**config.mk**
```make
export PLATFORM = sky130hd
export DESIGN_NAME = conf_regs_obi_responder_flat
export DESIGN_NICKNAME = d
export VERILOG_FILES = /design/src/rtl/conf_regs_obi_responder_pkg.sv /design/src/rtl/conf_regs_obi_responder_if.sv /design/src/rtl/conf_regs_obi_responder_obi_slave_handshake.sv /design/src/rtl/conf_regs_obi_responder.sv /design/src/flat_wrapper.sv
export SDC_FILE = /design/constraint.sdc
export NUM_CORES = 1
export LEC_CHECK = 0
export CAP_MARGIN = 20
export CORE_UTILIZATION = 40
export CTS_CLUSTER_SIZE = 12
export DETAILED_ROUTE_END_ITERATION = 7
export MAX_ROUTING_LAYER = met4
export PLACE_DENSITY = 0.8
export SLEW_MARGIN = 20
export SYNTH_ARGS = -nofsm -noshare
export SYNTH_HDL_FRONTEND = slang
export SYNTH_HIERARCHICAL = 1
export SYNTH_SLANG_ARGS = --single-unit
```
**constraint.sdc**
```tcl
create_clock -name clk_i -period 10.2 [get_ports clk_i]
set_clock_uncertainty 0.1 [all_clocks]
set_input_delay 1.53 -clock clk_i [delete_from_list [all_inputs] [get_ports clk_i]]
set_output_delay 1.53 -clock clk_i [all_outputs]
set_load 0.05 [all_outputs]
```
**src/rtl/conf_regs_obi_responder_pkg.sv**
```systemverilog
// rtl/conf_regs_obi_responder_pkg.sv - e-GPU configuration register offsets, register struct, responder states
// Shared by the conf_regs responder and its OBI handshake sub-module.
package e_gpu_conf_pkg;

  localparam logic [5:0] OFF_VERSION   = 6'h00;
  localparam logic [5:0] OFF_STATUS    = 6'h04;
  localparam logic [5:0] OFF_IRQ_EN    = 6'h08;
  localparam logic [5:0] OFF_KERNEL_PC = 6'h0C;
  localparam logic [5:0] OFF_ARG0      = 6'h10;
  localparam logic [5:0] OFF_ARG1      = 6'h14;
  localparam logic [5:0] OFF_ARG2      = 6'h18;
  localparam logic [5:0] OFF_START     = 6'h1C;
  localparam logic [5:0] OFF_DONE      = 6'h20;

  localparam int N_ARGS = 3;

  typedef struct packed {
    logic                     irq_en;
    logic [31:0]              kernel_pc;
    logic [N_ARGS-1:0][31:0]  arg;
    logic                     busy;
    logic                     start_err;
    logic                     done;
  } conf_regs_t;

  typedef enum logic {IDLE, RESP} resp_state_e;

  // Replace only the byte lanes selected by be.
  function automatic logic [31:0] be_merge(input logic [31:0] old_v,
                                           input logic [31:0] new_v,
                                           input logic [3:0]  be);
    logic [31:0] merged;
    merged = old_v;
    for (int b = 0; b < 4; b++) begin
      if (be[b]) merged[8*b +: 8] = new_v[8*b +: 8];
    end
    return merged;
  endfunction

endpackage

```
**src/rtl/conf_regs_obi_responder_if.sv**
```systemverilog
// rtl/conf_regs_obi_responder_if.sv - OBI request/response bundle for the conf_regs port
// Signal names match the OBI responder port list; slave is the responder side.
interface conf_regs_obi_responder_if #(
  parameter int ADDR_W = 32,
  parameter int DATA_W = 32
);
  logic              req_i;
  logic              we_i;
  logic [3:0]        be_i;
  logic [ADDR_W-1:0] addr_i;
  logic [DATA_W-1:0] wdata_i;
  logic              gnt_o;
  logic              rvalid_o;
  logic [DATA_W-1:0] rdata_o;

  modport slave (
    input  req_i, we_i, be_i, addr_i, wdata_i,
    output gnt_o, rvalid_o, rdata_o
  );

  modport master (
    output req_i, we_i, be_i, addr_i, wdata_i,
    input  gnt_o, rvalid_o, rdata_o
  );
endinterface

```
**src/rtl/conf_regs_obi_responder_obi_slave_handshake.sv**
```systemverilog
// rtl/conf_regs_obi_responder_obi_slave_handshake.sv - zero-wait-state OBI grant/rvalid FSM with registered rdata
// Reusable by any single-outstanding OBI responder; the caller supplies the read data for the accepted request.
module obi_slave_handshake
  import e_gpu_conf_pkg::*;
#(
  parameter int DATA_W = 32
) (
  input  logic              clk,
  input  logic              rst,
  input  logic              req,
  input  logic [DATA_W-1:0] rdata_next,
  output logic              gnt,
  output logic              accept,
  output logic              rvalid,
  output logic [DATA_W-1:0] rdata
);

  resp_state_e state, state_next;

  assign gnt    = req;
  assign accept = req;
  assign rvalid = (state == RESP);

  always_ff @(posedge clk or posedge rst) begin
    if (rst) state <= IDLE;
    else     state <= state_next;
  end

  always_comb begin
    state_next = state;
    case (state)
      IDLE:    if (accept) state_next = RESP;
      RESP:    state_next = accept ? RESP : IDLE;
      default: state_next = IDLE;
    endcase
  end

  // rdata is zero whenever no response is presented.
  always_ff @(posedge clk or posedge rst) begin
    if (rst)         rdata <= '0;
    else if (accept) rdata <= rdata_next;
    else             rdata <= '0;
  end

endmodule

```
**src/rtl/conf_regs_obi_responder.sv**
```systemverilog
// rtl/conf_regs_obi_responder.sv - e-GPU configuration register bank OBI responder
// Optional irq_o output enabled by defining CONF_REGS_IRQ_EN.
module conf_regs_obi_responder
  import e_gpu_conf_pkg::*;
#(
  parameter int          ADDR_W  = 32,
  parameter int          DATA_W  = 32,
  parameter logic [31:0] VERSION = 32'h0001_0000
) (
  input  logic                    clk_i,
  input  logic                    rst_i,
  conf_regs_obi_responder_if.slave bus,
  output logic [31:0]             kernel_pc_o,
  output logic [N_ARGS-1:0][31:0] arg_o,
  output logic                    start_o,
  input  logic                    done_i
`ifdef CONF_REGS_IRQ_EN
  ,
  output logic                    irq_o
`endif
);

  conf_regs_t        regs, regs_next;
  logic [ADDR_W-1:0] addr;
  logic [5:0]        off;
  logic [DATA_W-1:0] rd_next;
  logic              accept, addr_ok, wr, start_req, start_ok, done_clr;

  obi_slave_handshake #(.DATA_W(DATA_W)) u_handshake (
    .clk        (clk_i),
    .rst        (rst_i),
    .req        (bus.req_i),
    .rdata_next (rd_next),
    .gnt        (bus.gnt_o),
    .accept     (accept),
    .rvalid     (bus.rvalid_o),
    .rdata      (bus.rdata_o)
  );

  assign addr      = bus.addr_i;
  assign off       = addr[5:0];
  assign addr_ok   = (addr[1:0] == 2'b00) && (addr <= ADDR_W'(OFF_DONE));
  assign wr        = accept && bus.we_i && addr_ok;
  assign start_req = wr && (off == OFF_START) && bus.be_i[0] && bus.wdata_i[0];
  // A done_i in the same cycle frees the controller before the START is judged.
  assign start_ok  = start_req && (!regs.busy || done_i);
  assign done_clr  = wr && (off == OFF_DONE) && bus.be_i[0] && bus.wdata_i[0];

  always_comb begin
    rd_next = '0;
    if (accept && !bus.we_i && addr_ok) begin
      case (off)
        OFF_VERSION:   rd_next = VERSION;
        OFF_STATUS:    rd_next = {30'b0, regs.start_err, regs.busy};
        OFF_IRQ_EN:    rd_next = {31'b0, regs.irq_en};
        OFF_KERNEL_PC: rd_next = regs.kernel_pc;
        OFF_ARG0:      rd_next = regs.arg[0];
        OFF_ARG1:      rd_next = regs.arg[1];
        OFF_ARG2:      rd_next = regs.arg[2];
        OFF_DONE:      rd_next = {31'b0, regs.done};
        default:       rd_next = '0;
      endcase
    end
  end

  always_comb begin
    regs_next = regs;
    if (wr) begin
      case (off)
        OFF_IRQ_EN:    if (bus.be_i[0]) regs_next.irq_en = bus.wdata_i[0];
        OFF_KERNEL_PC: regs_next.kernel_pc = be_merge(regs.kernel_pc, bus.wdata_i, bus.be_i);
        OFF_ARG0:      regs_next.arg[0] = be_merge(regs.arg[0], bus.wdata_i, bus.be_i);
        OFF_ARG1:      regs_next.arg[1] = be_merge(regs.arg[1], bus.wdata_i, bus.be_i);
        OFF_ARG2:      regs_next.arg[2] = be_merge(regs.arg[2], bus.wdata_i, bus.be_i);
        default:       ;
      endcase
    end
    // Order matters: W1C, then done_i set, then an accepted START.
    if (done_clr) regs_next.done = 1'b0;
    if (done_i) begin
      regs_next.done = 1'b1;
      regs_next.busy = 1'b0;
    end
    if (start_ok) begin
      regs_next.busy = 1'b1;
      regs_next.done = 1'b0;
    end
    if (start_req && !start_ok) regs_next.start_err = 1'b1;
  end

  always_ff @(posedge clk_i or posedge rst_i) begin
    if (rst_i) begin
      regs    <= '0;
      start_o <= 1'b0;
    end else begin
      regs    <= regs_next;
      start_o <= start_ok;
    end
  end

`ifdef CONF_REGS_IRQ_EN
  always_ff @(posedge clk_i or posedge rst_i) begin
    if (rst_i) irq_o <= 1'b0;
    else       irq_o <= regs_next.done & regs_next.irq_en;
  end
`endif

  assign kernel_pc_o = regs.kernel_pc;
  assign arg_o       = regs.arg;

endmodule

```
**src/flat_wrapper.sv**
```systemverilog
// flat-port wrapper written by rule: the top's interface ports become plain ports
module conf_regs_obi_responder_flat import e_gpu_conf_pkg::*;
#(
  parameter int          ADDR_W  = 32,
  parameter int          DATA_W  = 32,
  parameter logic [31:0] VERSION = 32'h0001_0000
)
  (clk_i, rst_i, kernel_pc_o, arg_o, start_o, done_i, bus_req_i, bus_we_i, bus_be_i, bus_addr_i, bus_wdata_i, bus_gnt_o, bus_rvalid_o, bus_rdata_o);
  conf_regs_obi_responder_if #(.ADDR_W(ADDR_W), .DATA_W(DATA_W)) bus_i ();
  input  logic clk_i;
  input  logic rst_i;
  output logic [31:0] kernel_pc_o;
  output logic [N_ARGS-1:0][31:0] arg_o;
  output logic start_o;
  input  logic done_i;
  input wire logic [$bits(bus_i.req_i)-1:0] bus_req_i;
  input wire logic [$bits(bus_i.we_i)-1:0] bus_we_i;
  input wire logic [$bits(bus_i.be_i)-1:0] bus_be_i;
  input wire logic [$bits(bus_i.addr_i)-1:0] bus_addr_i;
  input wire logic [$bits(bus_i.wdata_i)-1:0] bus_wdata_i;
  output wire logic [$bits(bus_i.gnt_o)-1:0] bus_gnt_o;
  output wire logic [$bits(bus_i.rvalid_o)-1:0] bus_rvalid_o;
  output wire logic [$bits(bus_i.rdata_o)-1:0] bus_rdata_o;
  assign bus_i.req_i = bus_req_i;
  assign bus_i.we_i = bus_we_i;
  assign bus_i.be_i = bus_be_i;
  assign bus_i.addr_i = bus_addr_i;
  assign bus_i.wdata_i = bus_wdata_i;
  assign bus_gnt_o = bus_i.gnt_o;
  assign bus_rvalid_o = bus_i.rvalid_o;
  assign bus_rdata_o = bus_i.rdata_o;
  conf_regs_obi_responder #(.ADDR_W(ADDR_W), .DATA_W(DATA_W), .VERSION(VERSION)) u_core (.clk_i(clk_i), .rst_i(rst_i), .bus(bus_i), .kernel_pc_o(kernel_pc_o), .arg_o(arg_o), .start_o(start_o), .done_i(done_i));
endmodule
```
==> reports/qor.yml <==
drc: 0
coreArea_sq_mm: 0.0202
grt_max_degree: 79
crit_required_ns: 10.40
r2r-start: "u_core/arg_o[48]$_DFFE_PP0P_"
syn_inst: 667
max_cap_violations: 0
grt_pass1_vias: 5829
power.density_mw_per_mm2: 126
internal-power_mw: 1.01
p_sw_uw: 309
synth_top_area_share_pct: 50.6
cts_buffers: 17
drtAntennaViolNets: 0
final_nets: 841
use_met2_pct: 36.3
maxSlewHeadroom_pct: 26.8
clockPowerShare_pct: 44.9
hold_start: "u_core/regs[1]$_DFFE_PP0P_"
yosys_warnings: 6
drt-initial-drc-count: 411
synthTopCellsByArea: "dfrtp_1, mux2_2, buf_4, a222oi_1, and2_2"
period_share_pct: 46.2
io_buffers: 235
path_buf_inv: 1
whs_ns: 0.381
grt_overflow: 0
avgSynthCellArea_sq_um: 12.3
clk_path_buf_depth: 2
antenna_found_initial: 0
finalHoldViolCount: 0
layout_common_cells: "clkdlybuf4s50_1, dfrtp_1, mux2_2"
grt_pass1_wl_mm: 34.9
synth_top_area_cell: "dfrtp_1"
cts_setup_buffers: 0
fmaxAchievable_mhz: 212
num_antenna_cells: 0
num_vias: 5535
drt-wirelength-per-cell_um: 21.2
clk_latency_ns: 0.42
die_w_um: 145
routed_wirelength_mm: 22.3
die_area_sq_mm: 0.0211
layout-drive-gt1-share_pct: 27.3
use_met3_pct: 3.87
outcome: "finished, final reports clean"
cts_root_buffer: "clkbuf_16"
cts_tree: "yes"
fp-row-count: 52
yosysSeqAreaShare_pct: 50.6
critPathMaxStageDelay_ns: 1.00
clock-sinks: 166
start_util_pct: 40.7
cp_cell_sequence: "clkdlybuf4s50_1, nor4_1, nand3_1, nor4_4, mux2_2"
maxSlewViolCount: 0
pin_count: 236
crit_family: "simple AND/OR/NAND/NOR gates"
layout_min_cycle_time_ns: 4.71
syn_area_sq_mm: 0.00821
hold_class: "register to register"
worstSetupPathType: "input pin to register"
grt_busiest_layer: "met2"
die_h_um: 145
worstPathMaxFanout: 11
p_leak_nw: 4.60
cp.arrival_ns: 4.91
cts_hold_buffers: 0
final_common_cell: "clkdlybuf4s50_1"
ir_drop_v: 0.000102
syn-num-nets: 740
setup_violations: 0
vias_per_cell: 5.27
htree_levels: 4
syn2layout_area_growth_pct: 26.7
tightest_slew_ns: 1.10
slowest_stage: "nor4_4"
rsz0062_at_grt: "false"
switching_share_pct: 23.5
dr.pass1.iters: 7
ys_seq_elements: 166
clkTransAtPathRegs_ns: 0.07
place_congestion: 0.770
detailed_place_hpwl_mm: 15.0
ys_types: 41
cp-end-kind: "register"
fin_setup_tns_ns: 0
cts_resized: 0
grtUsageMet1_pct: 29.6
pwr-share-comb_pct: 5.1
critPathLaunch: "bus_addr_i[20]"
seq_power_share_pct: 50.1
start_kind: "input pin"
grt_usage_pct: 22.6
power groups by stage:
stage	logic, mW	clock network, mW	registers, mW
after global routing	0.0730	0.639	0.658
after CTS	0.0677	0.608	0.658
after floorplan	0.0217	0	0.672
after global placement	0.0665	0	0.671
final	0.0669	0.590	0.658
after detailed placement	0.0673	0	0.671
area by class of cell:
| class | instances | area (sq um) |
|---|---|---|
| fillers | 1768 | 9760 |
| inverters | 5 | 23.8 |
| multi-input cells | 337 | 2960 |
| clock buffers | 18 | 439 |
| repair buffers | 241 | 2390 |
| flip-flops and latches | 166 | 4150 |
| clock inverters | 14 | 104 |
| well taps | 270 | 338 |
metrics by stage:
step	util (%)	setup WS (ns)	cell area [sq um]	power [mW]	cells
6_report	51.6	5.49	10400	1.32	1051
4_1_cts	51.6	5.23	10400	1.33	1051
3_3_place_gp	48.9	4.90	9850	0.737	1019
2_1_floorplan	-	5.02	8210	0.693	667
5_1_grt	51.6	5.26	10400	1.37	1051
3_5_place_dp	48.9	4.80	9850	0.738	1019
tightest hold or removal path, cell delays in order (launching register included):
cell and delay, ns:
dfrtp_1 0.36, inv_1 0.04, o41ai_1 0.05
sequential cells by signal, indices dropped and copies added (netlist names):
name	count
u_core/arg_o	96
u_core/kernel_pc_o	32
u_core/u_handshake/rdata	32
u_core/regs	4
u_core/start_o	1
u_core/u_handshake/rvalid	1
cells by family after synthesis:
family          share of synthesized area, %
simple gates                            11.2
compound gates                          6.73
buf+inv                                 13.6
mux                                     17.8
flops                                   50.6
cell usage after synthesis:
| master | number |
|---|---|
| buf_1 | 2 |
| nor3b_1 | 1 |
| and4_1 | 1 |
| and2_2 | 32 |
| buf_6 | 1 |
| o2bb2ai_1 | 1 |
| nand3_1 | 7 |
| nor3_1 | 4 |
| and2_1 | 3 |
| o22ai_1 | 2 |
| nor2b_1 | 5 |
| o21a_1 | 1 |
| o21ai_0 | 3 |
| a222oi_1 | 30 |
| nor4b_1 | 1 |
| clkbuf_1 | 19 |
| nand4_1 | 10 |
| dfrtp_1 | 166 |
| a2bb2oi_1 | 1 |
| nand2b_1 | 1 |
| clkbuf_2 | 3 |
| nor4_4 | 9 |
| a22oi_1 | 1 |
| buf_4 | 130 |
| mux2_1 | 4 |
| nor2_1 | 4 |
| nor4b_2 | 2 |
| o41ai_1 | 1 |
| inv_1 | 5 |
| nand3b_1 | 3 |
| nor4_1 | 8 |
| nand2_1 | 33 |
| and3_1 | 6 |
| buf_2 | 4 |
| a21o_1 | 1 |
| mux2i_1 | 1 |
| mux2_2 | 125 |
| a31oi_1 | 2 |
| or3_1 | 2 |
| a21oi_1 | 31 |
| a22o_1 | 1 |
path summary, 6_finish.rpt:
| check | endpoint | slack, ns | depth (start not counted) |
|---|---|---|---|
| max | u_core/kernel_pc_o[5]$_DFFE_PP0P_ | 5.49 | 5 |
| min | u_core/regs[1]$_DFFE_PP0P_ | 0.38 | 2 |
| max reg2reg | u_core/u_handshake/rdata[16]$_DFF_PP0_ | 8.74 | 5 |
| min reg2reg | u_core/regs[1]$_DFFE_PP0P_ | 0.38 | 2 |
| max in group asynchronous | u_core/arg_o[62]$_DFFE_PP0P_ | 7.27 | 3 |
| min in group asynchronous | u_core/kernel_pc_o[17]$_DFFE_PP0P_ | 1.54 | 2 |
metal layers:
layer / part of all wire (%) / wire length, um / vias to the layer above
li1: - / - / 2476
met1: 44 / 9810 / 2821
met2: 49 / 10900 / 216
met3: 5.4 / 1210 / 22
met5: 0 / 0 / -
met4: 1.4 / 312 / 0
Note: power is estimated with default switching activity, not from simulation.
